**src/rtl/irq_controller.sv**
```systemverilog
// ---------------------------------------------------------------------------
// irq_controller
//
// Eight-source prioritised interrupt controller with nested in-service
// tracking. Rising edges on irq latch into PENDING. Enabled pending sources
// that outrank every in-service source compete, and the lowest index wins.
// The winner is presented to the CPU as int_req/vector, and the CPU
// acknowledges it with a level intack handshake. EOI writes retire the
// highest-priority in-service source.
//
// Ports
//   clk      in   1   system clock, all state updates on the rising edge
//   rst_n    in   1   synchronous active-low reset
//   irq      in   8   device interrupt lines, bit 0 has the highest priority
//   intack   in   1   CPU interrupt acknowledge (level)
//   wr_en    in   1   CPU register write strobe
//   addr     in   2   register select: 0 MASK, 1 PENDING, 2 EOI, 3 STATUS
//   wdata    in  16   CPU write data
//   rdata    out 16   register read data, combinational on addr
//   int_req  out  1   registered interrupt request to the CPU
//   vector   out 16   registered VEC_BASE + winning source index
//   src_ack  out  8   one-cycle acknowledge pulse to the serviced device
// ---------------------------------------------------------------------------
module irq_controller #(
  parameter logic [15:0] VEC_BASE = 16'h0000
) (
  input  logic        clk,
  input  logic        rst_n,
  input  logic [7:0]  irq,
  input  logic        intack,
  input  logic        wr_en,
  input  logic [1:0]  addr,
  input  logic [15:0] wdata,
  output logic [15:0] rdata,
  output logic        int_req,
  output logic [15:0] vector,
  output logic [7:0]  src_ack
);

  typedef enum logic [1:0] {
    IDLE = 2'd0,
    REQ  = 2'd1,
    ACK  = 2'd2
  } state_t;

  localparam logic [1:0] ADDR_MASK    = 2'd0;
  localparam logic [1:0] ADDR_PENDING = 2'd1;
  localparam logic [1:0] ADDR_EOI     = 2'd2;
  localparam logic [1:0] ADDR_STATUS  = 2'd3;

  state_t     state;
  logic [7:0] irq_prev;
  logic [7:0] pending;
  logic [7:0] mask;
  logic [7:0] in_service;

  logic [7:0] irq_rise;
  logic [7:0] isr_lowest;   // one-hot: highest-priority source in service
  logic [7:0] prio_window;  // sources allowed to nest above in_service
  logic [7:0] eligible;
  logic [7:0] win_onehot;
  logic [2:0] win_idx;
  logic       any_eligible;
  logic [7:0] w1c;
  logic [7:0] eoi_clear;
  logic [7:0] ack_set;
  logic       do_ack;

  // Upper write-data bits carry no register state.
  logic unused_wdata;
  assign unused_wdata = ^wdata[15:8];

  // Arbitration and register-side decode.
  // NOTE: every signal gets a value before any conditional update so that
  // always_comb never has a path that holds a value, which would infer latches.
  always_comb begin
    irq_rise     = irq & ~irq_prev;
    isr_lowest   = in_service & (~in_service + 8'd1);
    // All bits below the lowest in-service bit; everything when idle.
    prio_window  = (in_service == 8'h00) ? 8'hFF : (isr_lowest - 8'd1);
    eligible     = pending & mask & prio_window;
    win_onehot   = eligible & (~eligible + 8'd1);
    any_eligible = |eligible;

    win_idx = 3'd0;
    for (int i = 7; i >= 0; i--) begin
      if (eligible[i]) win_idx = 3'(i);
    end

    w1c       = (wr_en && addr == ADDR_PENDING) ? wdata[7:0] : 8'h00;
    eoi_clear = (wr_en && addr == ADDR_EOI) ? isr_lowest : 8'h00;

    // Acknowledge only a request the CPU can actually see.
    do_ack  = (state == REQ) && int_req && intack && any_eligible;
    ack_set = do_ack ? win_onehot : 8'h00;
  end

  always_comb begin
    rdata = 16'h0000;
    case (addr)
      ADDR_MASK:    rdata = {8'h00, mask};
      ADDR_PENDING: rdata = {8'h00, pending};
      ADDR_EOI:     rdata = 16'h0000;
      ADDR_STATUS:  rdata = {in_service, pending};
      default:      rdata = 16'h0000;
    endcase
  end

  // NOTE: all state uses non-blocking assignments so every register samples
  // the pre-edge values, independent of statement order in this block.
  always_ff @(posedge clk) begin
    if (!rst_n) begin
      state      <= IDLE;
      irq_prev   <= 8'h00;
      pending    <= 8'h00;
      mask       <= 8'h00;
      in_service <= 8'h00;
      int_req    <= 1'b0;
      vector     <= VEC_BASE;
      src_ack    <= 8'h00;
    end else begin
      irq_prev <= irq;
      // A new edge beats a same-cycle clear on the same bit.
      pending    <= (pending & ~w1c & ~ack_set) | irq_rise;
      in_service <= (in_service & ~eoi_clear) | ack_set;
      src_ack    <= ack_set;

      if (wr_en && addr == ADDR_MASK) mask <= wdata[7:0];

      case (state)
        IDLE: begin
          int_req <= 1'b0;
          if (any_eligible) begin
            state  <= REQ;
            vector <= VEC_BASE + {13'd0, win_idx};
          end
        end
        REQ: begin
          if (!any_eligible) begin
            state   <= IDLE;
            int_req <= 1'b0;
          end else begin
            // Re-arbitrate every cycle so a late higher-priority arrival
            // is what the CPU ends up acknowledging.
            vector <= VEC_BASE + {13'd0, win_idx};
            if (do_ack) begin
              state   <= ACK;
              int_req <= 1'b0;
            end else begin
              int_req <= 1'b1;
            end
          end
        end
        ACK: begin
          int_req <= 1'b0;
          if (!intack) state <= IDLE;
        end
        default: begin
          state   <= IDLE;
          int_req <= 1'b0;
        end
      endcase
    end
  end

endmodule

```
**config.mk**
```make
export PLATFORM = sky130hd
export DESIGN_NAME = irq_controller
export DESIGN_NICKNAME = d
export VERILOG_FILES = /design/src/rtl/irq_controller.sv
export SDC_FILE = /design/constraint.sdc
export NUM_CORES = 1
export LEC_CHECK = 0
export BUFFER_PORTS_ARGS = -buffer_cell sky130_fd_sc_hd__clkbuf_2
export CORE_AREA = 4 4 76 78
export DETAILED_ROUTE_END_ITERATION = 12
export DIE_AREA = 0 0 80 82
export GPL_ROUTABILITY_DRIVEN = 0
export PLACE_DENSITY = 0.78
export SETUP_SLACK_MARGIN = 0.3
export SYNTH_ARGS = -nofsm -noshare
export SYNTH_HDL_FRONTEND = slang
export SYNTH_SLANG_ARGS = --single-unit
```
**constraint.sdc**
```tcl
create_clock -name clk -period 1.85 [get_ports clk]
set_input_delay 0.0925 -clock clk [delete_from_list [all_inputs] [get_ports clk]]
set_output_delay 0.0925 -clock clk [all_outputs]
set_load 0.02 [all_outputs]
```
==> results.md, run 1 <==
* Clock Power Share at 0.332
* Initial core utilization at 0.441
* Via density per instance at 5.26
* PortBufs at 49
* Hold crit path type: in2reg
* Outcome: finished clean
* Sw frac at 0.278
* Commonest cells after routing, fill and taps aside: clkbuf_2, dfxtp_1, nand2_1, buf_4
* Detail Placement HPWL at 4.09 mm
* Total Routed Length at 5.75 mm
* Placed cell count at 371
* Synthesized instance count at 255
* Final core occ at 0.571
* CTS H-tree lvls at 2
* Vias in the first global route at 1926
* Final Setup Violations at 0
* Post-Place Cell Area at 2560 um2
* P_leak at 1.26 nW
* Area Growth Syn to Fin at 29.5%
* Arr. time, crit path at 1.91 ns
* Met1 GRT Util at 0.223
* Largest vdd supply drop at 488 uV
* PnR worst setup slack at 0.149 ns
* Clk pin slew, worst setup/hold paths at 0.09 ns
* Post-synth EDFFs at 0
* Post-synth top flop: dfxtp_1
* Via count at 2058
* Final instance area at 2900 um2
* Fin cells at 391
* Worst hold-check slack at 0.0169 ns
* R2R setup slack at 0.15 ns
* ANT cells at 0
* R2R depth at 5
* WHS Path Cells at 2
* Root buffer cell: clkbuf_8
* Comb power frac at 0.124
* Fin nets at 350
* #FFs+latches synth at 46
* Worst Setup SP: in_service[2]
* First-pass GRT wire length at 9.16 mm
* Final hold violation count at 0
* Worst r2r src: in_service[2]
* 1st-pass router iterations at 4
* Hold EP: irq_prev[7]
* Total congestion overflow at 0
* Synth Cell Area at 2240 um2
* Largest net degree at the start of global routing at 41
* Met3 Use GR at 0.0515
* Power Density at 667 nW/um2
* Clock skew after layout at 0.00765 ns
* Initial antenna violation count at 0
* Die Area at 6560 um2
* Slew Viols, Final at 0
* Max-Cap Viols at 0
* Die Ht at 82 um
* Met2 usage at 0.294
* Layout cell share with drive strength beyond 1 at 0.343
* Slew headroom at 0.543
* CTS tree: done
* Area of the core at 5070 um2
* Drt wl/cell at 14.7 um
* Clock Tree Buf Depth at 2
* FFs w/ async S/R, synth at 0
* Number of core rows at 26
* Hold path startpoint: irq[7]
* Critical path class: reg2reg
* Setup crit end kind: flip-flop
* Die width at 80 um
* Fmax at 0.588 GHz
* GRT busiest layer: met2
* Fin Setup TNS at 0 ns
* Distinct cells, synth at 50
* Worst Setup Start Kind: flip-flop
* Flop pwr share at 0.544
* Minimum clock period at 1.70 ns
* Worst reg2reg path endpoint: pending[1]
* GRT Overall Usage at 0.180
* Seq/Total Area, Yosys at 0.411
* Final worst-path cycle share at 0.920
* I/O pin cnt at 71
* CTS sink count at 46
* Total Power at 1.93 mW
* Syn_area_per_cell at 8.78 um2
* Yosys Warn Count at 0
* Crit path max fanout at 6
* ANT nets after route at 0
* Place WS at 0.144 ns
* Clk_lat worst skew at 0.31 ns
* Internal power at 1.40 mW
* DRC at 0
* Commonest non-fill, non-tap cell in the layout: clkbuf_2
* Worst EP required at 2.06 ns
* Sw power at 0.538 mW
* RSZ-0062 raised after global routing: true
* Starting DRT DRC Count at 132
* Slew at the pin closest to its max-slew limit at 0.685 ns
* Fillcell total at 472
* TritonCTS Buffers at 5
-- cells in the mapped netlist (2+ instances only) --
cell type,n,area (um2)
a21boi_0,3,22.5
a21o_1,2,15.0
a21oi_1,5,25.0
a22o_1,2,17.5
a41oi_2,2,32.5
and2_1,13,81.3
and3_1,13,81.3
and3b_1,3,26.3
and4_1,4,35.0
buf_4,14,105
clkbuf_1,9,33.8
dfxtp_1,46,921
inv_1,7,26.3
mux2i_1,8,80.1
nand2_1,34,128
nand2b_1,8,50.1
nand3_1,6,30.0
nand3b_1,2,15.0
nor2_1,5,18.8
nor2b_1,11,68.8
nor3_1,3,15.0
o21a_1,8,60.1
o21ai_0,12,60.1
o21ai_1,2,10.0
o221a_2,2,22.5
o22ai_1,5,31.3
o31ai_1,2,15.0
or2_1,2,12.5
-- worst max path at each step --
stage / endpoint / slack, ns / depth (start not counted)
2_1_floorplan: pending[3] / 0.27 / 5
3_3_place_gp: pending[7] / 0.14 / 6
3_5_place_dp: pending[7] / 0.14 / 6
4_1_cts: pending[3] / 0.17 / 5
5_1_grt: pending[1] / 0.04 / 5
6_report: pending[1] / 0.15 / 5
-- cell families (layout without fill, tap and decap cells) --
| family | count (synthesis) | count (layout) | synth area share |
|---|---|---|---|
| AND/OR/NAND/NOR | 115 | 115 | 0.306 |
| AO/OA/AOI/OAI | 53 | 53 | 0.168 |
| flip-flops | 46 | 46 | 0.411 |
| buffers and inverters | 32 | 86 | 0.0777 |
| multiplexers | 8 | 8 | 0.0358 |
| other | 1 | 13 | 0.00167 |
-- power by group through the flow --
stage	Sequential (mW)	Combinational, mW	Clock (mW)
6_report	1.05	0.239	0.643
5_1_grt	1.06	0.264	0.699
4_1_cts	1.05	0.230	0.659
3_5_place_dp	1.08	0.216	0
3_3_place_gp	1.07	0.213	0
2_1_floorplan	1.07	0.165	0
-- state kept, by name (all words and copies together), names as in the netlist --
register,cells
in_service,8
irq_prev,8
mask,8
pending,8
src_ack,8
vector,3
state,2
int_req,1
-- worst max-delay path, cell delays in order, from the launching register on --
cell	delay (ns)
dfxtp_4	0.38
nor4_4	0.35
o211ai_1	0.24
a41oi_2	0.30
nand3_1	0.13
a22o_1	0.21
-- final cells by class --
type / count / area (um2) / area share
Inverter: 7 / 26.3 / 0.00906
Multi-Input combinational cell: 189 / 1330 / 0.458
Sequential cell: 46 / 936 / 0.323
Tap cell: 70 / 87.6 / 0.0302
Clock buffer: 5 / 68.8 / 0.0237
Timing Repair Buffer: 71 / 429 / 0.148
Clock inverter: 3 / 25.0 / 0.00863
-- layer usage --
metal  wire length, um  part of all wire
met2              2820              0.49
met3               339             0.059
met1              2460              0.43
met5                 0                 0
met4               133             0.023
-- what timing repair did --
item	CTS	global route
resized for setup	18	18
setup buffers	4	2
setup endpoints to repair	23	27
hold endpoints to repair	6	0
pin swaps	5	16
hold buffers	6	0
Power figures use the tool's default switching activity.
==> run 2: changes to the inputs <==
Settings changed: CORE_AREA 4 4 76 78 to 2 2 74 76, DIE_AREA 0 0 80 82 to 0 0 76 78, MAX_ROUTING_LAYER set to met4.
==> run 2 against run 1 <==
Effect of this change: sequential share of layout area is 0.077 points lower; register-to-register slack worse by 0.099 ns; maximum frequency is 5.5% lower; clock power down 1%; cell count grew 0.26%; non-clock buffer count rose by 1; first-iteration DRC count decreased by 23%; via count about the same; global-route usage is 1.7 points higher; critical path type unchanged; largest power group unchanged; highest routed layer unchanged.
==> results.md, run 2 (synthesis gave the netlist of run 1 again) <==
* Final Setup Violations at 0 (unchanged)
* Die Ht at 78 um (-4.9%)
* RSZ-0062 raised after global routing: true
* Fin nets at 351 (+0.29%)
* P_leak at 1.26 nW (-0.15%)
* Largest vdd supply drop at 549 uV (+13%)
* Slew headroom at 0.489 (-0.0542)
* Sw frac at 0.261 (-0.0168)
* Critical-path top delay cell: dfxtp_4
* CTS tree: done
* First-pass GRT wire length at 9.13 mm (-0.31%)
* Place WS at 0.0904 ns (-0.0533 ns)
* Die width at 76 um (-5.0%)
* Clk pin slew, worst setup/hold paths at 0.08 ns (about the same)
* ANT cells at 0 (unchanged)
* Worst r2r src: in_service[1]
* Comb power frac at 0.127 (+0.003)
* R2R depth at 6 (+1)
* Total congestion overflow at 0 (unchanged)
* R2R setup slack at 0.05 ns (-0.10 ns)
* Minimum clock period at 1.80 ns (+0.0987 ns)
* Worst Path Buf+Inv at 1 (+1)
* Crit-path max cell delay at 0.38 ns (about the same)
* Worst hold-check slack at 0.00518 ns (-0.0118 ns)
* GRT Overall Usage at 0.197 (+0.0165)
* Final core occ at 0.573 (+0.00121)
* CP cell instances: nor4_4, o211ai_1, buf_4, a41oi_4, and3_4, and2_1
* Hold EP: irq_prev[3]
* Worst reg2reg path endpoint: int_req
* Via density per instance at 5.25 (-0.21%)
* Fmax at 0.556 GHz (-5.5%)
* Initial core utilization at 0.444 (+0.00285)
* WP depth at 6 (+1)
* Starting DRT DRC Count at 101 (-23%)
* Crit path max-delay family: simple AND/OR/NAND/NOR gates
* Clock Power Share at 0.330 (-0.002)
* WHS Path Cells at 2 (unchanged)
* ANT nets after route at 0 (unchanged)
* Number of core rows at 26 (unchanged)
* Sw power at 0.504 mW (-6.2%)
* I/O pin cnt at 71 (unchanged)
* Clock skew after layout at 0.00305 ns (-0.00460 ns)
* TritonCTS Buffers at 5 (unchanged)
* Vias in the first global route at 1928 (+0.10%)
* CTS sink count at 46 (unchanged)
* Final worst-path cycle share at 0.973 (+0.0533)
* Commonest non-fill, non-tap cell in the layout: clkbuf_2
* Hold path startpoint: irq[3]
* Slew Viols, Final at 0 (unchanged)
* Setup crit end kind: flip-flop
* Root buffer cell: clkbuf_8
* Arr. time, crit path at 2.05 ns (+0.14 ns)
* Crit path max fanout at 7 (+1)
* Total Routed Length at 5.71 mm (-0.80%)
* Worst Setup Start Kind: flip-flop
* Max-Cap Viols at 0 (unchanged)
* Commonest cells after routing, fill and taps aside: clkbuf_2, dfxtp_1, nand2_1, buf_4, conb_1
* PnR worst setup slack at 0.0501 ns (-0.0987 ns)
* Via count at 2059 (+0.049%)
* Internal power at 1.43 mW (+2.1%)
* PortBufs at 49 (unchanged)
* Largest net degree at the start of global routing at 42 (+2.4%)
* Hold crit path type: in2reg
* Slew at the pin closest to its max-slew limit at 0.767 ns (+0.0814 ns)
* Layout cell share with drive strength beyond 1 at 0.342 (-0.00106)
* Flop pwr share at 0.544 (about the same)
* 1st-pass router iterations at 4 (unchanged)
* Worst EP required at 2.10 ns (+0.04 ns)
* DRC at 0 (unchanged)
* Area Growth Syn to Fin at 28.9%
* Outcome: finished clean
* Initial antenna violation count at 0 (unchanged)
* Final hold violation count at 0 (unchanged)
* CTS H-tree lvls at 2 (unchanged)
* Critical path class: reg2reg
* Detail Placement HPWL at 3.89 mm (-4.8%)
* Clock Tree Buf Depth at 2 (unchanged)
* Die Area at 5930 um2 (-9.6%)
* Area of the core at 5040 um2 (-0.64%)
* Power Density at 668 nW/um2 (+0.21%)
* Clk_lat worst skew at 0.30 ns (about the same)
* Drt wl/cell at 14.6 um (-1.1%)
-- run 2: worst max path at each step --
stage	from	slack (ns)	endpoint
5_1_grt	in_service[1]	-0.01	int_req
2_1_floorplan	in_service[0]	0.27	pending[3]
6_report	in_service[1]	0.05	int_req
4_1_cts	in_service[1]	0.15	pending[3]
3_3_place_gp	in_service[2]	0.12	pending[1]
3_5_place_dp	in_service[2]	0.09	pending[1]
-- run 2: through the flow --
step                      setup TNS (ns)  std cells  cell area (um2)  power, mW
final                                  0        392             2890       1.93
after CTS                              0        387             2790       1.93
after floorplan                        0        267             2300       1.24
after global routing             -0.0249        392             2890       2.00
after detailed placement               0        370             2550       1.30
after global placement                 0        370             2550       1.29
-- run 2: power groups by stage --
| stage | clock network [mW] | registers [mW] | logic (mW) |
|---|---|---|---|
| CTS | 0.648 | 1.05 | 0.234 |
| floorplan | 0 | 1.07 | 0.165 |
| global placement | 0 | 1.07 | 0.217 |
| detailed placement | 0 | 1.07 | 0.221 |
| global route | 0.684 | 1.05 | 0.267 |
| finish | 0.636 | 1.05 | 0.244 |
-- run 2: routing by layer --
metal / wire length [um] / GRT usage
met1: 2550 / 0.232
met2: 2730 / 0.330
met3: 325 / 0.0488
met4: 97 / 0.0655
met5: 0 / -
-- run 2: area by class of cell --
| cell class | instances | area [um2] |
|---|---|---|
| flip-flops and latches | 46 | 930 |
| repair buffers | 72 | 432 |
| well taps | 70 | 87.6 |
| inverters | 7 | 26.3 |
| clock buffers | 7 | 86.3 |
| clock inverters | 1 | 5.00 |
| fillers | 465 | 2150 |
| multi-input cells | 189 | 1320 |
-- run 2: repair_timing --
action / in CTS / in global routing
cloned: 0 / 0
hold buffers: 4 / 0
buffers inserted: 5 / 5
gates resized for setup: 17 / 16
pin swaps: 16 / 7
endpoints found under the setup margin: 26 / 27
endpoints found under the hold margin: 4 / 0
